==> src/rtl/prog_bus_mach.sv <==
// prog_bus_mach: program-bus sequencer for the Tiny DSP.
// Each instruction cycle it runs one phased program-memory access: a fetch from pc,
// a table read (TBLR), or a table write (TBLW). A fetched word appears on p_data_out
// in the phi_5 cycle and stays there until the next read captures.
module prog_bus_mach #(
  parameter int AW = 16,
  parameter int DW = 16,
  // Tiny DSP NOP opcode, presented to the decoder after reset and after an abort.
  parameter logic [DW-1:0] NOP_WORD = 16'h7F80
) (
  input  logic          clk,
  input  logic          reset,
  input  logic          phi_1,
  input  logic          phi_2,
  input  logic          phi_3,
  input  logic          phi_4,
  input  logic          phi_5,
  input  logic          phi_6,
  input  logic          go_prog,
  input  logic          read_prog,
  input  logic [AW-1:0] pc,
  input  logic          tbl_sel,
  input  logic [AW-1:0] tbl_addr,
  input  logic          tbl_wr,
  input  logic [DW-1:0] tbl_wdata,
  input  logic [DW-1:0] prog_rdata,
  output logic [AW-1:0] prog_addr,
  output logic          prog_cs,
  output logic          prog_oe,
  output logic          prog_we,
  output logic [DW-1:0] prog_wdata,
  output logic [DW-1:0] p_data_out,
  output logic          prog_busy,
  output logic          prog_err
);

  typedef enum logic [1:0] {
    IDLE    = 2'd0,
    ADDR    = 2'd1,
    ACCESS  = 2'd2,
    CAPTURE = 2'd3
  } state_t;

  state_t        state_q, state_d;
  logic          is_wr_q, is_wr_d;   // current access is a TBLW
  logic [AW-1:0] addr_q, addr_d;
  logic          cs_q, cs_d;
  logic          oe_q, oe_d;
  logic          we_q, we_d;
  logic [DW-1:0] wdata_q, wdata_d;
  logic [DW-1:0] pdata_q, pdata_d;
  logic          err_q, err_d;

  // phi_3 is an idle wait phase for the memory and phi_6 belongs to the decoder;
  // neither changes this block's state.
  logic unused_phases;
  assign unused_phases = phi_3 ^ phi_6;

  // Next-state and next-output logic for the access sequencer.
  always_comb begin
    // NOTE: every target gets a default first so no path leaves it unassigned,
    // which would otherwise infer a latch.
    state_d = state_q;
    is_wr_d = is_wr_q;
    addr_d  = addr_q;
    cs_d    = cs_q;
    oe_d    = oe_q;
    we_d    = we_q;
    wdata_d = wdata_q;
    pdata_d = pdata_q;
    err_d   = 1'b0;

    if (phi_1 && (state_q != IDLE)) begin
      // Phase slip: abandon the access and ignore this cycle's request.
      cs_d    = 1'b0;
      oe_d    = 1'b0;
      we_d    = 1'b0;
      state_d = IDLE;
      err_d   = 1'b1;
    end else begin
      unique case (state_q)
        IDLE: begin
          if (phi_1) begin
            if (go_prog && read_prog) begin
              // Read wins over a simultaneous table write; the write is dropped.
              addr_d  = tbl_sel ? tbl_addr : pc;
              cs_d    = 1'b1;
              is_wr_d = 1'b0;
              state_d = ADDR;
              err_d   = tbl_wr;
            end else if (go_prog) begin
              // A program-bus request that is not a read is illegal.
              err_d = 1'b1;
            end else if (tbl_wr) begin
              addr_d  = tbl_addr;
              wdata_d = tbl_wdata;
              cs_d    = 1'b1;
              is_wr_d = 1'b1;
              state_d = ADDR;
            end
          end
        end
        ADDR: begin
          if (phi_2) begin
            if (is_wr_q) we_d = 1'b1;
            else         oe_d = 1'b1;
            state_d = ACCESS;
          end
        end
        ACCESS: begin
          if (phi_4) begin
            if (!is_wr_q) pdata_d = prog_rdata;
            oe_d    = 1'b0;
            we_d    = 1'b0;
            state_d = CAPTURE;
          end
        end
        CAPTURE: begin
          if (phi_5) begin
            cs_d    = 1'b0;
            state_d = IDLE;
          end
        end
        default: state_d = IDLE;
      endcase
    end
  end

  // State and output registers with synchronous reset.
  always_ff @(posedge clk) begin
    // NOTE: registers use non-blocking assignments so every flop samples the
    // pre-edge values regardless of statement order.
    if (reset) begin
      state_q <= IDLE;
      is_wr_q <= 1'b0;
      addr_q  <= '0;
      cs_q    <= 1'b0;
      oe_q    <= 1'b0;
      we_q    <= 1'b0;
      wdata_q <= '0;
      pdata_q <= NOP_WORD;
      err_q   <= 1'b0;
    end else begin
      state_q <= state_d;
      is_wr_q <= is_wr_d;
      addr_q  <= addr_d;
      cs_q    <= cs_d;
      oe_q    <= oe_d;
      we_q    <= we_d;
      wdata_q <= wdata_d;
      pdata_q <= pdata_d;
      err_q   <= err_d;
    end
  end

  assign prog_addr  = addr_q;
  assign prog_cs    = cs_q;
  assign prog_oe    = oe_q;
  assign prog_we    = we_q;
  assign prog_wdata = wdata_q;
  assign p_data_out = pdata_q;
  assign prog_err   = err_q;
  assign prog_busy  = (state_q != IDLE);

endmodule

==> config.mk <==
export PLATFORM = sky130hd
export DESIGN_NAME = prog_bus_mach
export DESIGN_NICKNAME = d
export VERILOG_FILES = /design/src/rtl/prog_bus_mach.sv
export SDC_FILE = /design/constraint.sdc
export NUM_CORES = 1
export LEC_CHECK = 0
export BUFFER_PORTS_ARGS = -buffer_cell sky130_fd_sc_hd__buf_2
export CORE_MARGIN = 2
export CORE_UTILIZATION = 40
export DETAILED_ROUTE_END_ITERATION = 8
export MAX_ROUTING_LAYER = met4
export PLACE_DENSITY = 0.87
export SYNTH_ARGS = -nofsm -noshare
export SYNTH_HDL_FRONTEND = slang
export SYNTH_SLANG_ARGS = --single-unit
export TNS_END_PERCENT = 30
==> constraint.sdc <==
create_clock -name clk -period 1.49 [get_ports clk]
set_input_delay 0 -clock clk [delete_from_list [all_inputs] [get_ports clk]]
set_output_delay 0 -clock clk [all_outputs]
set_load 0.02 [all_outputs]
**Word-level counts from Yosys, hierarchy flattened**

Cells that the tools add are included.
Widths: inputs -> output; s select.

- Register bits after elaboration: 55
- Word-level logic and storage cells: 71

- Eq/ne operators: 12
- Muxes and demuxes: 31
- Bitwise gates (word level): 4
- Reductions and logical operators: 15

Operators with widths:

| operator | number |
|---|---|
| $mux 16 | 4 |
| $mux 1 | 16 |
| $mux 2 | 7 |
| $ne 2x2->1 const B | 6 |
| $reduce_and 4->1 | 3 |
| $reduce_and 6->1 | 2 |
| $reduce_and 5->1 | 2 |
| $pmux 2 s4 | 1 |
| $reduce_bool 2->1 | 4 |
| $ne 3x3->1 const B | 2 |
| $pmux 1 s2 | 3 |
| $eq 2x2->1 const B | 2 |
| $not 1->1 | 4 |
| $eq 2x1->1 const B | 1 |
| $logic_and 1x1->1 | 2 |
| $logic_not 2->1 | 1 |
| $ne 2x1->1 const B | 1 |
| $reduce_or 2->1 | 1 |

**Longest topological paths before layout**

Gate-level depths: netlist (run 1).

- Depth in word-level cells: 5
- Gate-level depth with buffers: 8
- Mapped depth without buffers: 6

**Worst setup path after synthesis (run 1)**

OpenSTA, ideal clock, no wires.

- Kind: flip-flop to flip-flop
- Start: reg state_q[0]
- End: reg state_q[0]
- Data arrival time: 1474 ps
- Required time: 1368 ps
- Setup slack: -105 ps
- Cell stages (with the launch flop): 7
- Path through: dfxtp_1 -> inv_1 -> ha_1 -> and2b_2 -> nor3_1 -> nand2_1 -> o311a_1

- Cells in the longest elaborated chain, start to end: 3
- Elaborated cells between the ends (all ways): 15

Ends and longest elaborated chain:

| item | RTL line | source |
|---|---|---|
| from (decl) | 44 | `state_t state_q, state_d;` |
| from (signal assigned) | 144 | `state_q <= state_d;` |
| $eq 2x2->1 (tied with other cells) | 81 | `unique case (state_q)` |
| $ne 2x2->1 (no line) (tied with other cells) | - |  |
| $reduce_and 6->1 (no line) / $reduce_or 2->1 (equally long branches) | - |  |

Several ways; a longest one is shown, not always the timed one.
A chain may end at the register's enable or synchronous reset.

**Worst setup path in the final report (run 1)**

Same ends and word-level chain as after synthesis.

==> results.py, run 1 <==
metrics = {
    "finish": {
        "final_common_cell": "buf_2",
        "final_cell_mix": "buf_2, nand2_1, dlygate4sd3_1",
        "drive_gt1_frac": 0.388,
        "diodes": 0,
        "finalInstanceArea_um2": 4180,
        "nNetsFinal": 579,
        "stdcell_count": 573,
        "syn2layout_area_growth_pct": 76.5,
    },
    "pwr": {
        "power_leakage_nw": 1.90,
        "vdd_drop_max_v": 0.000610,
        "power.density_nw_per_um2": 1080,
    },
    "synth": {
        "yosys_warnings": 0,
        "ys_types": 39,
        "synth_top_cell_by_area": "dfxtp_1",
        "synth-main-ff-cell": "dfxtp_1",
        "synth-seq-cells": 55,
        "syn_avg_cell_area_um2": 7.99,
        "syn_nets": 377,
        "netlist_area_um2": 2370,
        "ys_seq_area_frac": 0.465,
        "netlist_top_cells_area": "dfxtp_1, nand2_1, a21oi_1",
        "syn-instance-count": 296,
        "async_flop_share": 0,
        "synth-edff-count": 0,
        "synth_top_area_frac": 0.465,
    },
    "routing": {
        "first_iter_violations": 113,
        "via_per_inst": 5.04,
        "drc": 0,
        "wl_per_cell_um": 14.7,
        "vias": 2889,
        "antenna_left": 0,
        "dr.pass1.iters": 5,
        "totalWireLength_um": 8420,
    },
    "clock_tree": {
        "tritoncts": "done",
        "cts_inserted_buffers": 5,
        "root_buffer": "clkbuf_8",
        "clock_latency_ns": 0.30,
        "clkTransAtPathRegs_ns": 0.10,
        "cts_sinks": 55,
        "cts_buffer_depth": 2,
        "cts_max_level": 2,
    },
    "floorplanning": {
        "die_x_um": 80.9,
        "ios": 129,
        "fp.dieArea_um2": 6550,
        "die_h_um": 80.9,
        "rows": 28,
        "core_um2": 5820,
        "start_util": 0.407,
    },
    "critical_path": {
        "crit_path_max_incr_delay_ns": 0.44,
        "worst-path-buf-inv": 1,
        "critPathMaxFanout": 4,
        "cp.required_ns": 1.68,
        "critPathCaptureType": "flip-flop",
        "path_delay_family": "compound AO/OA/AOI/OAI gates",
        "startpoint": "state_q[0]",
        "worstSetupStartpointType": "flip-flop",
        "slowest_stage": "a222oi_1",
        "crit_chain": "inv_6, ha_4, a222oi_1, nand2_1, o311a_1",
        "cp.arrival_ns": 1.85,
        "r2r-start": "state_q[0]",
        "crit_type": "flip-flop to flip-flop",
    },
    "place": {
        "place_congestion": 0.845,
        "place_inst": 492,
        "placement.io_buffers": 126,
        "post-dp-hpwl_um": 4460,
        "dpl_cell_area_um2": 3150,
        "dpl_worst_slack_ns": -0.134,
    },
    "sta": {
        "clock.fmax_mhz": 601,
        "rsz0062_at_grt": "true",
        "setup_viol": 3,
        "worst_pin_slew_ns": 0.570,
        "finClkSkew_ns": 0.00981,
        "hold_violations": 0,
        "fin_crit_sh": 1.12,
        "slew_headroom": 0.620,
        "maxSlewViolCount": 0,
        "setup_slack_ns": -0.173,
        "tns_ns": -0.273,
        "layout_min_cycle_time_ns": 1.66,
    },
    "grt": {
        "overflow": 0,
        "grt_use_total": 0.243,
        "antenna_found_initial": 0,
        "grt_pass1_wl_um": 12200,
        "grt_max_degree": 33,
        "grt_pass1_vias": 2731,
    },
    "status": {
        "status": "complete, but fails checks",
        "violations": "setup timing",
    },
    "min_path": {
        "worstHoldPathType": "input pin to flip-flop",
        "min_from": "phi_1",
    },
    "flow_run": {
        "drv_cap": 0,
    },
}
[final cells by class]
class	instances	area [µm²]
Sequential cell	55	1110
Clock buffer	5	68.8
Tap cell	75	93.8
Timing Repair Buffer	214	1560
Multi-Input combinational cell	215	1270
Fill cell	441	1640
Clock inverter	2	37.5
Inverter	7	33.8
[routing by layer]
layer / part of all wire / GRT usage / up-vias
met5: 0 / - / -
met4: 0.026 / 0.0983 / 0
met3: 0.055 / 0.0522 / 24
met2: 0.53 / 0.429 / 136
met1: 0.38 / 0.266 / 1335
li1: - / - / 1394
[metrics by stage]
step	hold slack [ns]	power, mW	util
6_report	0.0521	4.49	0.718
5_1_grt	0.0519	4.72	0.718
4_1_cts	0.0224	4.18	0.670
3_5_place_dp	0.219	3.09	0.541
3_3_place_gp	0.210	3.03	0.541
2_1_floorplan	0.124	2.59	-
[cell usage after synthesis, types with 3 or more instances]
master      n
nor2_1     20
ha_1        5
a21oi_1    28
inv_1       7
a311oi_1   16
dfxtp_1    55
clkbuf_1    7
nand3b_1    8
nand2_1   104
buf_2       7
nand3_1     3
[flip-flops by register name, indices dropped and copies added (netlist names)]
signal      flops
is_wr_q         1
prog_cs         1
p_data_out     16
prog_wdata     16
prog_we         1
prog_addr      16
state_q         2
prog_oe         1
prog_err        1
[repair_timing]
item,CTS,global route
gates resized for setup,2,40
pin swaps,1,22
hold buffers,64,0
buffers inserted,0,6
cloned,0,4
setup endpoints to repair,34,50
endpoints found under the hold margin,48,0
[cells by family after synthesis]
logic type | after synthesis | share of synthesized area
buffers and inverters | 26 | 0.0592
flip-flops | 55 | 0.465
AO/OA/AOI/OAI | 58 | 0.162
AND/OR/NAND/NOR | 151 | 0.282
adder cells (fa/ha/maj) | 5 | 0.0264
multiplexers | 1 | 0.00423
[where the power goes]
group          internal, mW  total (mW)  switching [mW]
logic                 0.849        1.75           0.906
registers              1.64        1.76           0.120
clock network         0.492       0.973           0.481
total                  2.98        4.49            1.51
[final timing paths]
kind	endpoint	slack, ns	depth (start not counted)
setup reg to reg	state_q[0]	-0.17	5
hold reg to reg	prog_wdata[5]	0.46	2
hold / removal	prog_err	0.05	2
setup / recovery	state_q[0]	-0.17	5
Note: power is estimated with default switching activity, not from simulation.
==> inputs of run 2 (changes only) <==
--- a/config.mk
+++ b/config.mk
@@ -8,6 +8,7 @@
 export BUFFER_PORTS_ARGS = -buffer_cell sky130_fd_sc_hd__buf_2
 export CORE_MARGIN = 2
 export CORE_UTILIZATION = 40
+export CTS_BUF_LIST = sky130_fd_sc_hd__clkbuf_16
 export DETAILED_ROUTE_END_ITERATION = 8
 export MAX_ROUTING_LAYER = met4
 export PLACE_DENSITY = 0.87
==> results.py, run 2 (synthesis gave the netlist of run 1 again) <==
metrics = {
    "finish": {
        "diodes": 0,
        "fillers": 459,
        "regArea_um2": 1110,
        "drive_gt1_frac": 0.348,
        "final_cell_mix": "buf_2, nand2_1, dlygate4sd3_1",
        "syn2layout_area_growth_pct": 71.3,
        "nNetsFinal": 572,
        "final_common_cell": "buf_2",
        "finalInstanceArea_um2": 4050,
        "fin_util": 0.697,
        "stdcell_count": 566,
        "multiInputGateArea_um2": 1200,
    },
    "critical_path": {
        "critPathMaxFanout": 4,
        "worst-r2r-cell-count": 5,
        "startpoint": "state_q[0]",
        "worstSetupStartpointType": "flip-flop",
        "cp.arrival_ns": 1.75,
        "critPathCaptureType": "flip-flop",
        "worst-r2r-setup-slack_ns": -0.08,
        "crit_type": "flip-flop to flip-flop",
        "r2r-start": "state_q[0]",
        "cp.required_ns": 1.66,
        "r2r-end": "state_q[0]",
    },
    "routing": {
        "first_iter_violations": 100,
        "dr.pass1.iters": 5,
        "vias": 2845,
        "drc": 0,
        "wl_per_cell_um": 14.2,
        "totalWireLength_um": 8030,
        "antenna_left": 0,
        "via_per_inst": 5.03,
    },
    "clock_tree": {
        "cts_max_level": 2,
        "cts_buffer_depth": 2,
        "cts_inserted_buffers": 5,
        "cts_sinks": 55,
        "clkTransAtPathRegs_ns": 0.07,
        "tritoncts": "done",
        "clock_latency_ns": 0.28,
        "root_buffer": "clkbuf_16",
    },
    "grt": {
        "overflow": 0,
        "grt_use_total": 0.242,
        "antenna_found_initial": 0,
        "grt_max_degree": 33,
        "grt_pass1_wl_um": 12200,
        "grt_pass1_vias": 2699,
    },
    "sta": {
        "tns_ns": -0.183,
        "hold_slack_ns": 0.0200,
        "setup_viol": 10,
        "maxSlewViolCount": 0,
        "slew_headroom": 0.622,
        "layout_min_cycle_time_ns": 1.57,
        "worst_pin_slew_ns": 0.567,
        "setup_slack_ns": -0.0828,
        "finClkSkew_ns": 0.00521,
        "rsz0062_at_grt": "true",
        "hold_violations": 0,
        "clock.fmax_mhz": 636,
        "fin_crit_sh": 1.06,
    },
    "min_path": {
        "min_path_cells": 3,
        "whs_endpoint": "prog_addr[6]",
        "worstHoldPathType": "input pin to flip-flop",
        "min_from": "pc[6]",
    },
    "status": {
        "status": "complete, but fails checks",
        "violations": "setup timing",
    },
    "place": {
        "post-dp-hpwl_um": 4460,
        "dpl_worst_slack_ns": -0.134,
        "placement.io_buffers": 126,
        "place_congestion": 0.845,
        "place_inst": 492,
        "dpl_cell_area_um2": 3150,
    },
    "pwr": {
        "vdd_drop_max_v": 0.000578,
        "power_leakage_nw": 1.86,
        "finalPower_mw": 4.67,
        "power.density_nw_per_um2": 1150,
    },
    "floorplanning": {
        "core_um2": 5820,
        "fp.dieArea_um2": 6550,
        "rows": 28,
        "start_util": 0.407,
        "die_h_um": 80.9,
        "ios": 129,
        "die_x_um": 80.9,
    },
    "flow_run": {
        "drv_cap": 0,
    },
}
[run 2: changes by cell type in the layout (fill, tap and decap cells not counted), sizes merged]
cell / before / now
clkbuf: 8 / 6
dlygate4sd3: 64 / 62
buf: 147 / 144
[run 2: routing by layer]
metal	share of wire	global-route usage
met5	0	-
met4	0.028	0.107
met3	0.057	0.0400
met2	0.51	0.422
met1	0.40	0.273
[run 2: final cells by class]
| cell class | instances | share of cell area |
|---|---|---|
| Clock buffer | 5 | 0.0309 |
| Clock inverter | 2 | 0.00926 |
| Inverter | 7 | 0.00772 |
| Multi-Input combinational cell | 215 | 0.297 |
| Sequential cell | 55 | 0.273 |
| Tap cell | 75 | 0.0231 |
| Timing Repair Buffer | 207 | 0.358 |
[run 2: critical path: stages (launching register included)]
cell	delay, ns
dfxtp_4	0.38
inv_6	0.05
ha_4	0.16
a222oi_1	0.43
nand2_1	0.13
o311a_1	0.30
[run 2: worst max path at each step]
stage,cells past startpoint,to
after floorplan,8,p_data_out[2]
after global placement,6,prog_wdata[12]
after detailed placement,6,prog_wdata[4]
after CTS,6,state_q[0]
after global routing,5,state_q[0]
final,5,state_q[0]
[run 2: power by group]
| part | switching [mW] | total [mW] | internal, mW |
|---|---|---|---|
| registers | 0.112 | 1.76 | 1.64 |
| logic | 0.851 | 1.62 | 0.768 |
| clock network | 0.507 | 1.29 | 0.784 |
| total | 1.47 | 4.67 | 3.20 |
[run 2: repair_timing]
action / CTS / global route
hold buffers: 62 / 0
cloned: 0 / 2
resized for setup: 2 / 16
endpoints found under the hold margin: 47 / 0
setup endpoints to repair: 34 / 50
pin swaps: 1 / 12
buffers inserted: 0 / 3
==> inputs of run 3 (changes only) <==
--- a/config.mk
+++ b/config.mk
@@ -5,6 +5,7 @@
 export SDC_FILE = /design/constraint.sdc
 export NUM_CORES = 1
 export LEC_CHECK = 0
+export ABC_AREA = 1
 export BUFFER_PORTS_ARGS = -buffer_cell sky130_fd_sc_hd__buf_2
 export CORE_MARGIN = 2
 export CORE_UTILIZATION = 40
==> results.py, run 3 <==
metrics = {
    "floorplanning": {
        "ios": 129,
        "die_x_um": 80.5,
        "fp.dieArea_um2": 6470,
        "rows": 27,
        "die_h_um": 80.5,
        "start_util": 0.420,
        "core_um2": 5570,
    },
    "place": {
        "dpl_worst_slack_ns": -0.0262,
        "post-dp-hpwl_um": 4630,
        "dpl_cell_area_um2": 3070,
        "placement.io_buffers": 126,
        "place_congestion": 0.813,
        "place_inst": 520,
    },
    "sta": {
        "slew_headroom": 0.772,
        "setup_slack_ns": 0.0521,
        "finClkSkew_ns": 0.00231,
        "hold_violations": 0,
        "fin_crit_sh": 0.965,
        "clock.fmax_mhz": 695,
        "setup_viol": 0,
        "worst_pin_slew_ns": 0.341,
        "tns_ns": 0,
        "layout_min_cycle_time_ns": 1.44,
        "maxSlewViolCount": 0,
    },
    "synth": {
        "ys_types": 22,
        "synth-main-ff-cell": "dfxtp_1",
        "syn_avg_cell_area_um2": 7.15,
        "synth_top_cell_by_area": "dfxtp_1",
        "synth_top_area_frac": 0.471,
        "yosysMostFrequentCell": "nor2_1",
        "netlist_area_um2": 2340,
        "yosys_warnings": 0,
        "synth-edff-count": 0,
        "syn_nets": 408,
        "syn-instance-count": 327,
        "synth-seq-cells": 55,
        "synth_common_cells": "nor2_1, nand2_1, dfxtp_1",
        "ys_seq_area_frac": 0.471,
        "netlist_top_cells_area": "dfxtp_1, nor2_1, nand2_1",
        "async_flop_share": 0,
    },
    "critical_path": {
        "crit_type": "flip-flop to flip-flop",
        "worstSetupStartpointType": "flip-flop",
        "cp.required_ns": 1.66,
        "critPathMaxFanout": 8,
        "cp.arrival_ns": 1.61,
        "worst-r2r-cell-count": 8,
        "r2r-end": "prog_addr[8]",
        "worst-r2r-setup-slack_ns": 0.05,
        "r2r-start": "state_q[1]",
        "critPathCaptureType": "flip-flop",
    },
    "pwr": {
        "p_clk_frac": 0.232,
        "switching_share": 0.365,
        "power.density_nw_per_um2": 1450,
        "pwr-share-seq": 0.348,
        "power_leakage_nw": 1.92,
        "p_comb_frac": 0.420,
        "p_switching_mw": 2.01,
        "vdd_drop_max_v": 0.000702,
        "intPower_mw": 3.49,
    },
    "min_path": {
        "whs_endpoint": "prog_wdata[10]",
        "min_from": "tbl_wdata[10]",
        "min_path_cells": 3,
        "worstHoldPathType": "input pin to flip-flop",
    },
    "finish": {
        "syn2layout_area_growth_pct": 62.2,
        "final_common_cell": "buf_2",
        "stdcell_count": 575,
        "finalInstanceArea_um2": 3790,
        "final_cell_mix": "buf_2, nor2_1, nand2_1",
        "drive_gt1_frac": 0.336,
        "diodes": 0,
        "fin_util": 0.680,
        "nNetsFinal": 584,
    },
    "grt": {
        "grt_pass1_wl_um": 11500,
        "grt_pass1_vias": 2694,
        "grt_max_degree": 33,
        "antenna_found_initial": 0,
        "overflow": 0,
        "grt_use_total": 0.232,
    },
    "status": {
        "status": "finished clean",
    },
    "routing": {
        "wl_per_cell_um": 13.5,
        "via_per_inst": 4.91,
        "first_iter_violations": 114,
        "antenna_left": 0,
        "dr.pass1.iters": 4,
        "drc": 0,
        "totalWireLength_um": 7770,
        "vias": 2821,
    },
    "clock_tree": {
        "clock_latency_ns": 0.28,
        "cts_sinks": 55,
        "tritoncts": "done",
        "root_buffer": "clkbuf_16",
        "cts_max_level": 2,
        "cts_buffer_depth": 2,
        "clkTransAtPathRegs_ns": 0.07,
        "cts_inserted_buffers": 5,
    },
    "flow_run": {
        "drv_cap": 0,
    },
}
run 3: area by class of cell:
type	instances	area [µm²]
clock buffer	5	125
clock inverter	2	37.5
fill	430	1780
inverter	19	76.3
multi-input combinational	238	1120
sequential	55	1100
tap	72	90.1
timing repair buffer	184	1240
run 3: power groups by stage:
stage                     clock network [mW]  registers (mW)  logic (mW)
after floorplan                            0            2.23        1.03
after global placement                     0            1.91        1.95
after detailed placement                   0            1.92        2.01
after CTS                               1.32            1.89        2.11
after global routing                    1.38            1.94        2.56
final                                   1.28            1.91        2.31
run 3: routing by layer:
metal	global-route usage	share of wire
met3	0.0416	0.064
met5	-	0
met4	0.0915	0.028
met2	0.432	0.52
met1	0.242	0.39
run 3: per-stage QoR:
step / power (mW) / hold WS, ns
global route: 5.87 / 0.0194
CTS: 5.32 / 0.000551
floorplan: 3.26 / 0.0691
global placement: 3.85 / 0.191
detailed placement: 3.93 / 0.196
finish: 5.49 / 0.000800
run 3: worst max-delay path: stages, from the launching register on:
cell and delay, ns:
dfxtp_2 0.33, inv_2 0.09, ha_4 0.17, nand4_1 0.17
nand2_4 0.17, buf_12 0.14, nand2_1 0.08, a21oi_2 0.12
nor2_1 0.06
run 3: repair_timing:
item                                    in CTS  in global routing
hold endpoints to repair                    45                  0
gates cloned                                 0                  2
pin swaps                                    0                  5
buffers inserted                             0                  1
hold buffers                                45                  0
endpoints found under the setup margin      10                 51
gates resized for setup                      2                 25
run 3: worst max path at each step:
stage / end / from / cells after the start / slack (ns)
after global placement: prog_wdata[12] / state_q[1] / 7 / 0.05
after floorplan: p_data_out[10] / state_q[0] / 8 / 0.001
after global routing: prog_addr[8] / state_q[1] / 8 / -0.03
after CTS: prog_addr[1] / state_q[1] / 10 / 0.02
final: prog_addr[8] / state_q[1] / 8 / 0.05
after detailed placement: prog_wdata[13] / state_q[1] / 7 / -0.03
run 3: cells by family (layout without fill, tap and decap cells):
logic type / Yosys count / after routing / share of synthesized area
compound gates: 64 / 64 / 0.139
simple gates: 169 / 169 / 0.294
buf+inv: 34 / 210 / 0.0701
fa+ha+maj: 5 / 5 / 0.0268
flops: 55 / 55 / 0.471
